**src/rtl/sga_ram_arbiter.sv**
```systemverilog
// Arbiter/sequencer sharing the single-port snake-body RAM between the move
// engine (read/write), the collision checker and the matrix renderer (reads).
module sga_ram_arbiter #(
  parameter int ADDR_W       = 6,
  parameter int DATA_W       = 8,
  parameter int MV_BURST_MAX = 4
) (
  input  logic              clock,
  input  logic              restart_n,
  input  logic              hold,
  input  logic              mv_req,
  input  logic              mv_we,
  input  logic [ADDR_W-1:0] mv_addr,
  input  logic [DATA_W-1:0] mv_wdata,
  input  logic              col_req,
  input  logic [ADDR_W-1:0] col_addr,
  input  logic              rnd_req,
  input  logic [ADDR_W-1:0] rnd_addr,
  output logic              mv_gnt,
  output logic              col_gnt,
  output logic              rnd_gnt,
  output logic              mv_valid,
  output logic              col_valid,
  output logic              rnd_valid,
  output logic [DATA_W-1:0] rd_data,
  output logic [ADDR_W-1:0] ram_addr,
  output logic              ram_we,
  output logic [DATA_W-1:0] ram_wdata,
  input  logic [DATA_W-1:0] ram_rdata,
  output logic [1:0]        db_state
);

  // Handshake: a requester raises *_req with its addr/data stable; the request
  // is taken at the edge ending an IDLE cycle, *_gnt pulses for the one ACCESS
  // cycle that follows, and reads get *_valid with rd_data one cycle later.
  // A req still high in IDLE after its grant is taken as a new request.

  typedef enum logic [1:0] {
    ST_IDLE   = 2'd0,
    ST_ACCESS = 2'd1,
    ST_RESP   = 2'd2
  } state_t;

  typedef enum logic [1:0] {
    OWN_MV  = 2'd0,
    OWN_COL = 2'd1,
    OWN_RND = 2'd2
  } owner_t;

  localparam logic [2:0] BURST_MAX = 3'(MV_BURST_MAX);

  state_t     state, state_nxt;
  owner_t     owner, win;
  logic       acc_read;
  logic [2:0] burst_cnt;
  logic       rr_ptr;
  logic       rd_pending;
  logic       mv_wins;
  logic       grant;

  // Winner selection: move first, unless its burst is spent and a reader waits.
  always_comb begin
    rd_pending = col_req | rnd_req;
    mv_wins    = mv_req && !((burst_cnt == BURST_MAX) && rd_pending);
    win        = OWN_MV;
    if (!mv_wins) begin
      if (col_req && rnd_req) win = rr_ptr ? OWN_RND : OWN_COL;
      else if (col_req)       win = OWN_COL;
      else                    win = OWN_RND;
    end
    grant = (state == ST_IDLE) && !hold && (mv_req || rd_pending);
  end

  always_ff @(posedge clock or negedge restart_n) begin
    if (!restart_n) state <= ST_IDLE;
    else            state <= state_nxt;
  end

  always_comb begin
    state_nxt = state;
    case (state)
      ST_IDLE:   if (grant) state_nxt = ST_ACCESS;
      ST_ACCESS: state_nxt = acc_read ? ST_RESP : ST_IDLE;
      ST_RESP:   state_nxt = ST_IDLE;
      default:   state_nxt = ST_IDLE;
    endcase
  end

  always_ff @(posedge clock or negedge restart_n) begin
    if (!restart_n) begin
      owner     <= OWN_MV;
      acc_read  <= 1'b0;
      ram_addr  <= '0;
      ram_we    <= 1'b0;
      ram_wdata <= '0;
      burst_cnt <= '0;
      rr_ptr    <= 1'b0;
    end else if (grant) begin
      owner    <= win;
      acc_read <= !((win == OWN_MV) && mv_we);
      ram_we   <= (win == OWN_MV) && mv_we;
      case (win)
        OWN_COL: ram_addr <= col_addr;
        OWN_RND: ram_addr <= rnd_addr;
        default: ram_addr <= mv_addr;
      endcase
      if (win == OWN_MV) begin
        ram_wdata <= mv_wdata;
        if (!rd_pending)                  burst_cnt <= '0;
        else if (burst_cnt != BURST_MAX)  burst_cnt <= burst_cnt + 3'd1;
      end else begin
        // Readers reset the move burst and hand the tie-break to the other reader.
        burst_cnt <= '0;
        rr_ptr    <= (win == OWN_COL);
      end
    end else begin
      ram_we <= 1'b0;
    end
  end

  always_comb begin
    mv_gnt    = (state == ST_ACCESS) && (owner == OWN_MV);
    col_gnt   = (state == ST_ACCESS) && (owner == OWN_COL);
    rnd_gnt   = (state == ST_ACCESS) && (owner == OWN_RND);
    mv_valid  = (state == ST_RESP)   && (owner == OWN_MV);
    col_valid = (state == ST_RESP)   && (owner == OWN_COL);
    rnd_valid = (state == ST_RESP)   && (owner == OWN_RND);
    rd_data   = ram_rdata;
    db_state  = state;
  end

endmodule
```
**config.mk**
```make
export PLATFORM = sky130hd
export DESIGN_NAME = sga_ram_arbiter
export DESIGN_NICKNAME = d
export VERILOG_FILES = /design/src/rtl/sga_ram_arbiter.sv
export SDC_FILE = /design/constraint.sdc
export NUM_CORES = 1
export LEC_CHECK = 0
export CORE_MARGIN = 2
export CORE_UTILIZATION = 30
export CTS_CLUSTER_SIZE = 14
export DETAILED_ROUTE_END_ITERATION = 8
export PLACE_DENSITY = 0.63
export SLEW_MARGIN = 20
export SYNTH_ARGS = -nofsm -noshare
export SYNTH_HDL_FRONTEND = slang
export SYNTH_SLANG_ARGS = --single-unit
```
**constraint.sdc**
```tcl
create_clock -name clock -period 2.4 [get_ports clock]
set_input_delay 0.48 -clock clock [delete_from_list [all_inputs] [get_ports clock]]
set_output_delay 0.48 -clock clock [all_outputs]
set_load 0.1 [all_outputs]
```
==> impl_metrics.csv <==
group,metric,value,unit
critical_path,worstPathArrival,2410,ps
synthesis,yosysMostFrequentCell,"dfrtp_1",
cts,cts_buffers,3,
critical_path,start_kind,"primary input",
synthesis,syn_area,1300,sq um
critical_path,cp.required,2550,ps
global_route,grt_pass1_vias,1059,
synthesis,synth_common_cells,"dfrtp_1, mux2_2, nor2_1",
synthesis,async_flop_share,100,%
cells_and_area,diodes,0,
synthesis,synthAdderAreaFrac,4.80,%
routing,postRouteAntennaNets,0,
synthesis,synth-seq-cells,24,
cts,cts-root-buf,"clkbuf_8",
synthesis,yosys_warnings,0,
hold_path,hp-start,"acc_read",
cells_and_area,fillers,385,
die,dieArea,4880,sq um
die,dieHeight,69.9,um
cts,clkLatencyLatePin,260,ps
die,core-area,4090,sq um
critical_path,rr_worst_depth,9,
cells_and_area,area_growth,51.8,%
critical_path,end_kind,"flop",
routing,vias,1054,
critical_path,timing.rr.end,"ram_addr[4]",
cells_and_area,drive_gt1_share,37.1,%
critical_path,path_cells,"clkdlybuf4s50_1 > a21boi_0 > a21boi_1 > inv_1 > ha_1 > a22oi_1 > a21oi_1 > mux2_1",
global_route,grt_usage,11.7,%
placement,place.gp.congestion,0.770,
timing,min_period_over_period,94.1,%
cts,cts_hold_buf,0,
critical_path,r2r-start,"burst_cnt[0]",
global_route,grt_overflow,0,
timing,drv_slew,0,
die,io_pins,72,
cts,post-cts-setup-buffers,0,
timing,clock.fmax,443,MHz
synthesis,synth_enable_flop_cells,0,
cells_and_area,seq_area,603,sq um
routing,route.detailed.drc,0,
status,run_status,"complete, no violations",
routing,via_per_inst,4.79,
placement,io_buffers,55,
synthesis,synthDistinctLibCells,29,
die,num_rows,23,
routing,dr.pass1.iters,4,
synthesis,synth_top_area_share,46.1,%
synthesis,yosysSeqAreaShare,46.1,%
cells_and_area,multi_input_area,613,sq um
synthesis,synth_simple_gate_area_share,10.7,%
power_and_ir_drop,power_density,1430,nW/um^2
routing,drtIter0Drc,43,
critical_path,cpPeakStageDelay,490,ps
timing,timing.final.hold_violations,0,
placement,dp_slack,-285,ps
cts,cts_resized,0,
hold_path,hp-class,"reg2reg",
cts,clk_path_buf_depth,2,
timing,finalSetupViolations,0,
synthesis,yosysTopAreaCell,"dfrtp_1",
die,die_w,69.9,um
synthesis,syn_inst,116,
synthesis,synth-main-ff-cell,"dfrtp_1",
synthesis,synth_area_leaders,"dfrtp_1, mux2_2, ha_1",
global_route,grt_pass1_wl,4680,um
timing,period_needed,2260,ps
cts,cts_tree,"done",
cts,clock-sinks,24,
timing,rsz0062_at_grt,"no",
routing,postRouteWirelength,2830,um
critical_path,timing_worst_setup_path_type,"in2reg",
hold_path,holdPathEnd,"db_state[1]",
timing,worst_hold_slack,510,ps
timing,fin_skew,3.17,ps
critical_path,reg2reg_slack,270,ps
power_and_ir_drop,vdd_drop_max,0.000876,V
cells_and_area,fin_nets,217,
critical_path,crit_fanout,6,
timing,fin_ws,141,ps
placement,place.detailed.hpwl,2270,um
synthesis,synth_top_family_by_area,"multiplexers",
power_and_ir_drop,p_leak,0.858,nW
synthesis,syn_area_per_cell,11.2,sq um
hold_path,hold_depth,2,
run,maxCapViolCount,0,
timing,tightest_slew,339,ps
global_route,grt_max_degree,25,
synthesis,synth_compound_area_share,13.1,%
routing,routedWlPerCell,12.8,um
synthesis,synthXorXnorAreaFrac,0,%
synthesis,synthesis.nets,162,
timing,slew_headroom,77.2,%
cts,clk_pin_slew,80,ps
synthesis,synth_mux_area_share,15.9,%
critical_path,cp_slowest_cell,"clkdlybuf4s50_1",
die,start_util,31.9,%
cts,htreeDepth,1,
global_route,antenna_found_initial,0,
==> through the flow <==
| step | setup TNS (ps) | utilization, % | cell area (sq um) | cells | total power [mW] |
|---|---|---|---|---|---|
| finish | 0 | 48.4 | 1980 | 220 | 2.83 |
| global route | 0 | 48.4 | 1980 | 220 | 2.97 |
| CTS | 0 | 48.3 | 1970 | 220 | 2.86 |
| detailed placement | -3490 | 47.0 | 1920 | 216 | 2.57 |
| global placement | -2730 | 47.0 | 1920 | 216 | 2.55 |
| floorplan | 0 | - | 1340 | 116 | 2.19 |
==> per-layer routing <==
layer  vias up  wire length, um  global-route usage (%)
met4         0               21                    3.42
met3         2              236                    4.04
met2        48             1320                    18.4
met1       495             1250                    15.2
li1        509                -                       -
met5         -                0                       0
==> placed cells by master, fill, tap and decap left out <==
| master | count |
|---|---|
| a21boi_1 | 1 |
| a31oi_1 | 3 |
| a21oi_1 | 10 |
| or3_1 | 1 |
| o21ai_0 | 1 |
| nor3_2 | 1 |
| nand2_1 | 1 |
| nand3_2 | 1 |
| nand3_1 | 2 |
| nor2_2 | 4 |
| and3_1 | 1 |
| a22oi_1 | 6 |
| buf_4 | 24 |
| mux2_2 | 11 |
| clkdlybuf4s50_1 | 32 |
| mux2_1 | 2 |
| nand2b_1 | 4 |
| ha_2 | 1 |
| dfrtp_1 | 22 |
| clkbuf_8 | 4 |
| o2111ai_1 | 1 |
| and2_4 | 1 |
| ha_1 | 4 |
| buf_12 | 6 |
| nand3b_1 | 1 |
| a31o_2 | 2 |
| nor2_1 | 7 |
| dfrtp_2 | 2 |
| nor3_4 | 2 |
| a21boi_0 | 1 |
| inv_1 | 6 |
| a32o_1 | 1 |
| mux2_4 | 4 |
==> worst max-delay path, delay by kind of cell <==
family,cells,cell delay (ps)
compound gates,4,770
buf+inv,2,580
fa+ha+maj,1,290
mux,1,290
==> power by group <==
group	total, mW	switching, mW	internal [mW]	leakage, nW
registers	0.704	0.127	0.577	0.291
clock network	0.272	0.125	0.146	0.0288
logic	1.85	1.34	0.513	0.539
==> flip-flops by register name, indices dropped and copies added (netlist names) <==
register,flops
rr_ptr,1
owner,2
acc_read,1
ram_wdata,8
burst_cnt,3
ram_we,1
db_state,2
ram_addr,6
==> final cells by class <==
cell class	instances	area share, %
clock buffer	4	2.78
inverter	6	1.14
multi-input combinational	74	31.0
sequential	24	30.5
tap	50	3.16
timing repair buffer	62	31.4
==> cell families after synthesis <==
family          Yosys count
flops                    24
compound gates           26
buf+inv                  18
fa+ha+maj                 5
mux                      17
simple gates             26
==> worst max-delay path by stage <==
stage           startpoint     endpoint  slack [ps]  depth (start not counted)
2_1_floorplan  db_state[0]      col_gnt         140                          2
6_report           col_req  ram_addr[4]         140                          8
4_1_cts            col_req  ram_addr[5]           6                          8
3_5_place_dp       col_req  ram_addr[5]        -280                          8
5_1_grt            col_req  ram_addr[4]          20                          8
3_3_place_gp       col_req  ram_addr[5]        -230                          8
No activity file was read; power rests on OpenSTA's default activity.
